--- src/rtl/mux_pkg.sv ---
// Shared select codes and select type for the three-input datapath mux.
package mux_pkg;

    typedef logic [1:0] sel3_t;

    localparam sel3_t SEL_IN0 = 2'd0;
    localparam sel3_t SEL_IN1 = 2'd1;
    localparam sel3_t SEL_IN2 = 2'd2;
    localparam sel3_t SEL_BAD = 2'd3;

endpackage : mux_pkg

--- src/rtl/out_reg.sv ---
// Registered copy of the mux output plus the select-error flag.
// Asynchronous active-low reset clears both immediately.
module out_reg #(
    parameter int unsigned WIDTH = 32
) (
    input  logic             clk,
    input  logic             rst_n,
    input  logic [WIDTH-1:0] data_d_i,
    input  logic             err_d_i,
    output logic [WIDTH-1:0] data_q_o,
    output logic             err_q_o
);

    logic [WIDTH-1:0] data_q;
    logic             err_q;

    always_ff @(posedge clk or negedge rst_n) begin
        if (!rst_n) begin
            data_q <= '0;
            err_q  <= 1'b0;
        end else begin
            data_q <= data_d_i;
            err_q  <= err_d_i;
        end
    end

    assign data_q_o = data_q;
    assign err_q_o  = err_q;

endmodule : out_reg

--- src/rtl/three_mux_32.sv ---
// 32-bit three-input select mux: zero-latency Out, plus a registered
// copy and a flag for the illegal select code.
module three_mux_32
    import mux_pkg::*;
#(
    parameter int unsigned WIDTH = 32
) (
    input  logic             clk,
    input  logic             rst_n,
    input  logic [WIDTH-1:0] In0,
    input  logic [WIDTH-1:0] In1,
    input  logic [WIDTH-1:0] In2,
    input  sel3_t            Sel,
    output logic [WIDTH-1:0] Out,
    output logic [WIDTH-1:0] Out_q,
    output logic             SelErr
);

    logic sel_err_c;

    // Illegal code drives zeros; an unknown select propagates X in simulation.
    always_comb begin
        Out = '0;
        case (Sel)
            SEL_IN0: Out = In0;
            SEL_IN1: Out = In1;
            SEL_IN2: Out = In2;
            SEL_BAD: Out = '0;
            default: Out = 'x;
        endcase
    end

    assign sel_err_c = (Sel == SEL_BAD);

    out_reg #(
        .WIDTH(WIDTH)
    ) u_out_reg (
        .clk      (clk),
        .rst_n    (rst_n),
        .data_d_i (Out),
        .err_d_i  (sel_err_c),
        .data_q_o (Out_q),
        .err_q_o  (SelErr)
    );

endmodule : three_mux_32

--- config.mk ---
export PLATFORM = sky130hd
export DESIGN_NAME = three_mux_32
export DESIGN_NICKNAME = d
export VERILOG_FILES = /design/src/rtl/mux_pkg.sv /design/src/rtl/out_reg.sv /design/src/rtl/three_mux_32.sv
export SDC_FILE = /design/constraint.sdc
export NUM_CORES = 1
export LEC_CHECK = 0
export CAP_MARGIN = 15
export CORE_AREA = 5 5 76 85
export DETAILED_ROUTE_END_ITERATION = 6
export DIE_AREA = 0 0 81 90
export PLACE_DENSITY = 0.85
export SLEW_MARGIN = 10
export SYNTH_ARGS = -nofsm -noshare
export SYNTH_HDL_FRONTEND = slang
export SYNTH_SLANG_ARGS = --single-unit
--- constraint.sdc ---
create_clock -name clk -period 3.8 [get_ports clk]
set_clock_uncertainty 0.15 [all_clocks]
set_input_delay 1.14 -clock clk [delete_from_list [all_inputs] [get_ports clk]]
set_output_delay 1.14 -clock clk [all_outputs]
set_load 0.05 [all_outputs]
# Yosys cells after proc, flatten, opt, wreduce, memory -nomap -nowiden
# Cells that the tools add are included.
# classes
eq_ne	3
muxes	1
reduce_logical	1
# ops
op	n
32-bit one-hot mux with 4 select lines	1
2-bit equality test, second input constant	2
2-bit by 1-bit equality test with 1-bit output, second input constant	1
2-bit logical NOT	1
# totals
register_bits	33
input_bits	100
output_inout_bits	65
word_cells	7

# Longest topological paths before layout
# Gate-level depths: netlist of run 1.
# depth
depth_word	2
ltp_mapped	5
mapped_depth_nobuf	2

# Hierarchy
# A second synthesis of run 1 with hierarchy kept.
# hier_totals
cells_unflattened	111
hier_area_um2	1773.0
# by_module_without_submodules
mod	instances	cells_each	area_per_inst_um2	seq_area_each_um2
three_mux_32	1	78	947.2	0.0
out_reg	1	33	825.8	825.8

# Worst setup path after synthesis of run 1
# No wires, ideal clock.
# synth_timing
path_type	input to output
from	input Sel[0]
to	output Out[29]
t_arrival_ps	2179
required_ps	2510
slack_ps	331
stages	3
path_buffers	1
cell_sequence	buf_6 > mux2i_1 > o2bb2ai_1
# synth_between
elab_chain_cells	2
word_cells_on_any_way	5
cone_classes	3 x eq/ne; 1 x mux; 1 x reduce/logical
# synth_rtl
item	line_no	text
start, declared	three_mux_32.sv:13	input sel3_t Sel,
2-bit equality test, or another cell as far along	three_mux_32.sv:24	case (Sel)
32-bit one-hot mux with 4 select lines (*)	three_mux_32.sv:24	
end, declared	three_mux_32.sv:14	output logic [WIDTH-1:0] Out,
# Every way passes the cells marked *; elsewhere a longest branch is shown, timed or not.

# Worst setup path after layout of run 1
# layout_timing
from	input Sel[0]
to	output Out[18]
# The elaborated chain is that of the path after synthesis.

==> reports/metrics.csv, run 1 <==
metric,value,unit
status,"complete, no violations",
total die area,7290,sq um
Sequential Area,826,sq um
via total after detailed routing,1585,
Synth Instances,111,
Synth Net Count,211,
met3 wire length,558,um
Worst EP arrival,2200,ps
total CTS buffers,5,
H-tree levels,2,
IO buf count,164,
worst slew pin tran,747,ps
Initial Util,31.7,%
routed length on met2,3.64,mm
"Gates resized, CTS repair",0,
setup bufs post-CTS,0,
Place WS,308,ps
initial antenna violation count,0,
RePlAce Congestion,0.702,
min-delay worst type,input port to asynchronous set/reset pin,
layout cells sized above 1,27.7,%
dpl hpwl,5.09,mm
initial drt markers,31,
post-synthesis sequential area ratio,46.6,%
fmax,0.287,GHz
Clock Tree Buf Depth,2,
vias in the first global route,1818,
Final setup viols,0,
num ports,165,
Final Critical Period,3490,ps
Worst Setup Path Type,input port to output port,
Final Slew Violations,0,
Post-Route M1 WL,1.87,mm
routed len/inst,17.6,um
# DRC,0,
CTS root buffer,clkbuf_8,
fin cells,351,
Total Neg Setup Slack,0,ps
highest metal used,met4,
Yosys reg bits,33,
unique cell type count in the Yosys netlist,10,
global-route wire length before repair,9.54,mm
Leakage,1.59,nW
final setup margin,314,ps
Worst Path Required,2510,ps
Max transition margin,50.2,%
pin count of the biggest net entering global routing,34,
Hold Buf Count CTS,0,
Worst Setup Start Kind,input port,
fin nets,374,
RSZ-0062 raised after global routing,false,
GRT Util Overall,17.2,%
# diodes,0,
Overflow after GRT,0,
synthesis warning total,0,
period utilization,91.7,%
Multi-input gate area,808,sq um
dpl cells,344,
TritonCTS clock tree,yes,
pwr dens,333,nW/um^2
routed vias/inst,4.52,
Pre-antenna DRT Iters,3,
Syn-to-layout area delta,116,%
area of the core,5590,sq um
Die Wd,81,um
# rows,29,
Fin. Hold Viols,0,
Clock transition at path regs,60,ps
Post-Syn Area,1770,sq um
total wire length,6.17,mm
Setup crit end kind,output port,
Die Y-Extent,90,um
fillers,419,
total of max-cap violations,0,
Antenna Nets Post-Route,0,
Post-Syn Area per Cell,16.0,sq um
Clock Sinks,33,
peak supply drop,229,uV
critical path peak fanout,10,
per-stage QoR:
step | hold WS [ps] | utilization (%) | area, sq um | power (mW)
global placement | 1120 | 67.0 | 3740 | 1.02
finish | 779 | 68.6 | 3830 | 1.28
global route | 833 | 68.6 | 3830 | 1.33
floorplan | 694 | - | 1770 | 0.705
CTS | 814 | 68.6 | 3830 | 1.30
detailed placement | 1120 | 67.0 | 3740 | 1.03
metal layers:
layer,up-vias,GRT usage [%]
li1,747,-
met4,0,4.79
met1,753,16.0
met2,77,33.8
met5,-,0
met3,8,5.70
final timing paths:
| check | depth (start not counted) | endpoint | startpoint | slack (ps) |
|---|---|---|---|---|
| max | 5 | Out[18] | Sel[0] | 310 |
| min | 1 | u_out_reg.data_q_o[6] | rst_n | 780 |
| max in group asynchronous | 1 | u_out_reg.data_q_o[30] | rst_n | 2240 |
| min in group clk | 3 | u_out_reg.err_q_o | Sel[1] | 1220 |
synthesized netlist by cell type:
cell type   n  share of area, %
buf_4       1              0.42
buf_2       3              0.85
buf_12      3               3.4
buf_6       5               3.2
o2bb2ai_2  30                25
o2bb2ai_1   2              0.99
and2_1      1              0.35
mux2i_1    32                18
dfrtp_1    33                47
nor2b_4     1              0.78
flip-flops by register name, indices dropped and copies added, names as in the netlist:
register	cells
u_out_reg.data_q_o	32
u_out_reg.err_q_o	1
cells in the final DEF, fill, tap and decap left out:
| cell type | Yosys | layout |
|---|---|---|
| mux2i_1 | 32 | 32 |
| clkbuf_1 | 0 | 1 |
| clkdlybuf4s50_1 | 0 | 129 |
| dfrtp_1 | 33 | 33 |
| buf_4 | 1 | 1 |
| and2_1 | 1 | 1 |
| nor2b_4 | 1 | 1 |
| buf_12 | 3 | 35 |
| clkbuf_8 | 0 | 6 |
| buf_2 | 3 | 3 |
| o2bb2ai_1 | 2 | 2 |
| o2bb2ai_2 | 30 | 30 |
worst max-delay path: stages:
cell,delay [ps]
buf_2,190
buf_4,260
mux2i_1,300
o2bb2ai_2,130
buf_12,160
cell families after synthesis:
group	share of synthesized area (%)
DFF	46.6
and+or+nand+nor	1.13
muxes	18.1
AOI/OAI and AO/OA	26.4
buffers and inverters	7.83
cell type report:
cell class                 count  area share [%]
multi-input combinational     66            21.1
sequential                    33            21.6
timing repair buffer         168            52.6
clock buffer                   7            2.25
tap                           77            2.51
power by group:
part	switching, mW	total (mW)	leakage [nW]	internal [mW]
logic	0.336	0.625	1.14	0.289
clock network	0.121	0.264	0.0443	0.144
registers	0.00747	0.388	0.411	0.380
total	0.464	1.28	1.59	0.813
(Power assumes the default switching activity.)
==> inputs of run 2 (changes only) <==
--- a/config.mk
+++ b/config.mk
@@ -5,11 +5,11 @@
 export SDC_FILE = /design/constraint.sdc
 export NUM_CORES = 1
 export LEC_CHECK = 0
-export CAP_MARGIN = 15
-export CORE_AREA = 5 5 76 85
+export ABC_AREA = 1
+export CORE_AREA = 5 5 75 84
 export DETAILED_ROUTE_END_ITERATION = 6
-export DIE_AREA = 0 0 81 90
-export PLACE_DENSITY = 0.85
+export DIE_AREA = 0 0 80 89
+export PLACE_DENSITY = 0.83
 export SLEW_MARGIN = 10
 export SYNTH_ARGS = -nofsm -noshare
 export SYNTH_HDL_FRONTEND = slang
==> run 2 against run 1 <==
Core utilization up 1.7 points. Critical path type unchanged. Largest cell class unchanged. Largest power group unchanged. Die area down 2.3%. Global-route usage up 2.5 points. Final cell count up 21%. Highest routed layer unchanged.
==> reports/metrics.csv, run 2 <==
metric,value,unit,change
Hold Buf Count CTS,0,,unchanged
Synth Net Count,283,,+34%
Adder-Cell Fraction of Synth Area,0,%,unchanged
leading area contributor after synthesis,dfrtp_1,,
dpl hpwl,5.57,mm,+9.5%
Tot Pwr,1.29,mW,+0.69%
# DRC,0,,unchanged
H-tree levels,2,,unchanged
initial drt markers,121,,+290%
Synth Instances,183,,+65%
routed vias/inst,4.80,,+6.4%
IO buf count,164,,unchanged
Worst Setup Start Kind,input port,,
Clock transition at path regs,70,ps,about the same
Overflow after GRT,0,,unchanged
dpl cells,416,,+21%
num ports,165,,unchanged
RSZ-0062 raised after global routing,false,,
multiplexer share of the synthesized area,0,%,-18 points
fmax,0.268,GHz,-6.6%
global-route wire length before repair,10.6,mm,+11%
Worst Setup Path Type,input port to output port,,
initial antenna violation count,0,,unchanged
top cell type's share of synthesized area,51.8,%,+5.3 points
Initial Util,29.9,%,-1.8 points
Synth async-reset ratio,100,%,unchanged
pwr dens,343,nW/um^2,+3.0%
Final Critical Period,3730,ps,+246 ps
max reg flops,32,,unchanged
Area contributors post-synth,"dfrtp_1, nand3_1, nand2_1, buf_6, buf_4",,
fin nets,448,,+20%
Antenna Nets Post-Route,0,,unchanged
pin count of the biggest net entering global routing,34,,unchanged
TritonCTS clock tree,yes,,
Sequential Area,826,sq um,unchanged
via total after detailed routing,2032,,+28%
fin cells,423,,+21%
commonest cells in the netlist,"nand3_1, dfrtp_1, nand2_1, buf_2, buf_4",,
total of max-cap violations,0,,unchanged
Final setup viols,0,,unchanged
status,"complete, no violations",,
total internal power,0.809,mW,-0.54%
Clock power frac,20.7,%,about the same
Worst Path Required,2510,ps,about the same
critical path peak fanout,21,,+11
most frequent cells in the layout,"clkdlybuf4s50_1, nand3_1, buf_12",,
Seq pwr share,30.3,%,about the same
Setup crit end kind,output port,,
total die area,7120,sq um,-2.3%
Multi-input gate area,634,sq um,-22%
Post-Syn Area per Cell,8.70,sq um,-46%
min-delay worst type,input port to asynchronous set/reset pin,,
Worst EP arrival,2440,ps,+240 ps
Die Y-Extent,89,um,-1.1%
# rows,28,,-3.4%
Switch Pwr,0.477,mW,+2.9%
peak supply drop,184,uV,-20%
switch share,37.1,%,+0.78 points
ys flop type,dfrtp_1,,
cell area after layout,3740,sq um,-2.3%
final core utilization,70.3,%,+1.7 points
post-synthesis sequential area ratio,51.8,%,+5.3 points
Die Wd,80,um,-1.2%
vias in the first global route,2148,,+18%
Synth Area in XOR/XNOR,0,%,unchanged
layout cells sized above 1,15.8,%,-12 points
# diodes,0,,unchanged
GRT Util Overall,19.7,%,+2.5 points
Yosys reg bits,33,,unchanged
top-count cell post-synth,nand3_1,,
Final Slew Violations,0,,unchanged
period utilization,98.2,%,+6.5 points
Post-Syn Area,1590,sq um,-10%
worst slew pin tran,761,ps,+13.8 ps
largest family of logic cells by synthesized area,simple AND/OR/NAND/NOR gates,,
Clock Tree Buf Depth,2,,unchanged
unique cell type count in the Yosys netlist,9,,-1
Total Neg Setup Slack,0,ps,unchanged
final setup margin,67.8,ps,-246 ps
Final Hold Slack,784,ps,+5.77 ps
RePlAce Congestion,0.856,,+22%
Place WS,31.3,ps,-277 ps
Max transition margin,49.3,%,-0.92 points
Syn-to-layout area delta,135,%,
routed len/inst,16.5,um,-6.4%
Pre-antenna DRT Iters,4,,+1
Leakage,1.63,nW,+2.5%
total wire length,6.96,mm,+13%
"most common cell after layout, fill and taps aside",clkdlybuf4s50_1,,
Clock Sinks,33,,unchanged
synthesis warning total,0,,unchanged
number of synthesized flops with an enable pin,0,,unchanged
Synth Area in Compound Gates,0,%,-26 points
area of the core,5330,sq um,-4.7%
Synth Area in Simple Gates,39.2,%,+38 points
CTS root buffer,clkbuf_8,,
total CTS buffers,5,,unchanged
fillers,411,,-1.9%
placed instance area,3640,sq um,-2.7%
Logic pwr share,49.0,%,about the same
Fin. Hold Viols,0,,unchanged
==> run 2: cell type report <==
cell class | count | share of cell area (%)
inverter | 3 | 0.301
timing repair buffer | 175 | 55.9
clock buffer | 7 | 2.31
sequential | 33 | 22.1
multi-input combinational | 130 | 16.9
tap | 75 | 2.51
==> run 2: cells by family after synthesis <==
| logic type | after synthesis |
|---|---|
| and+or+nand+nor | 130 |
| DFF | 33 |
| buffers and inverters | 20 |
==> run 2: repair_timing <==
item	in CTS	in global routing
gates resized for setup	0	3
setup endpoints to repair	0	31
buffers inserted	0	0
==> run 2: worst max-delay path, cell delays in order <==
cell             delay, ps
clkdlybuf4s50_1        540
buf_4                  290
nand3_1                120
nand3_1                180
buf_12                 160
==> run 2: final timing paths <==
path | startpoint | to | cells past startpoint
setup / recovery | Sel[0] | Out[3] | 5
hold / removal | rst_n | u_out_reg.err_q_o | 1
max in group asynchronous | rst_n | u_out_reg.data_q_o[10] | 1
min in group clk | Sel[1] | u_out_reg.data_q_o[20] | 3
==> run 2: per-layer routing <==
layer / wire, um / global-route usage, % / vias to the layer above
met5: 0 / 0 / -
met4: 213 / 9.22 / 0
met3: 630 / 5.75 / 20
met2: 3840 / 37.0 / 125
met1: 2280 / 19.8 / 930
li1: - / - / 957
==> run 2: power by group through the flow <==
stage | Sequential, mW | Combinational [mW] | Clock (mW)
2_1_floorplan | 0.507 | 0.183 | 0
3_3_place_gp | 0.395 | 0.626 | 0
3_5_place_dp | 0.396 | 0.632 | 0
4_1_cts | 0.390 | 0.633 | 0.276
5_1_grt | 0.392 | 0.655 | 0.293
6_report | 0.389 | 0.630 | 0.267
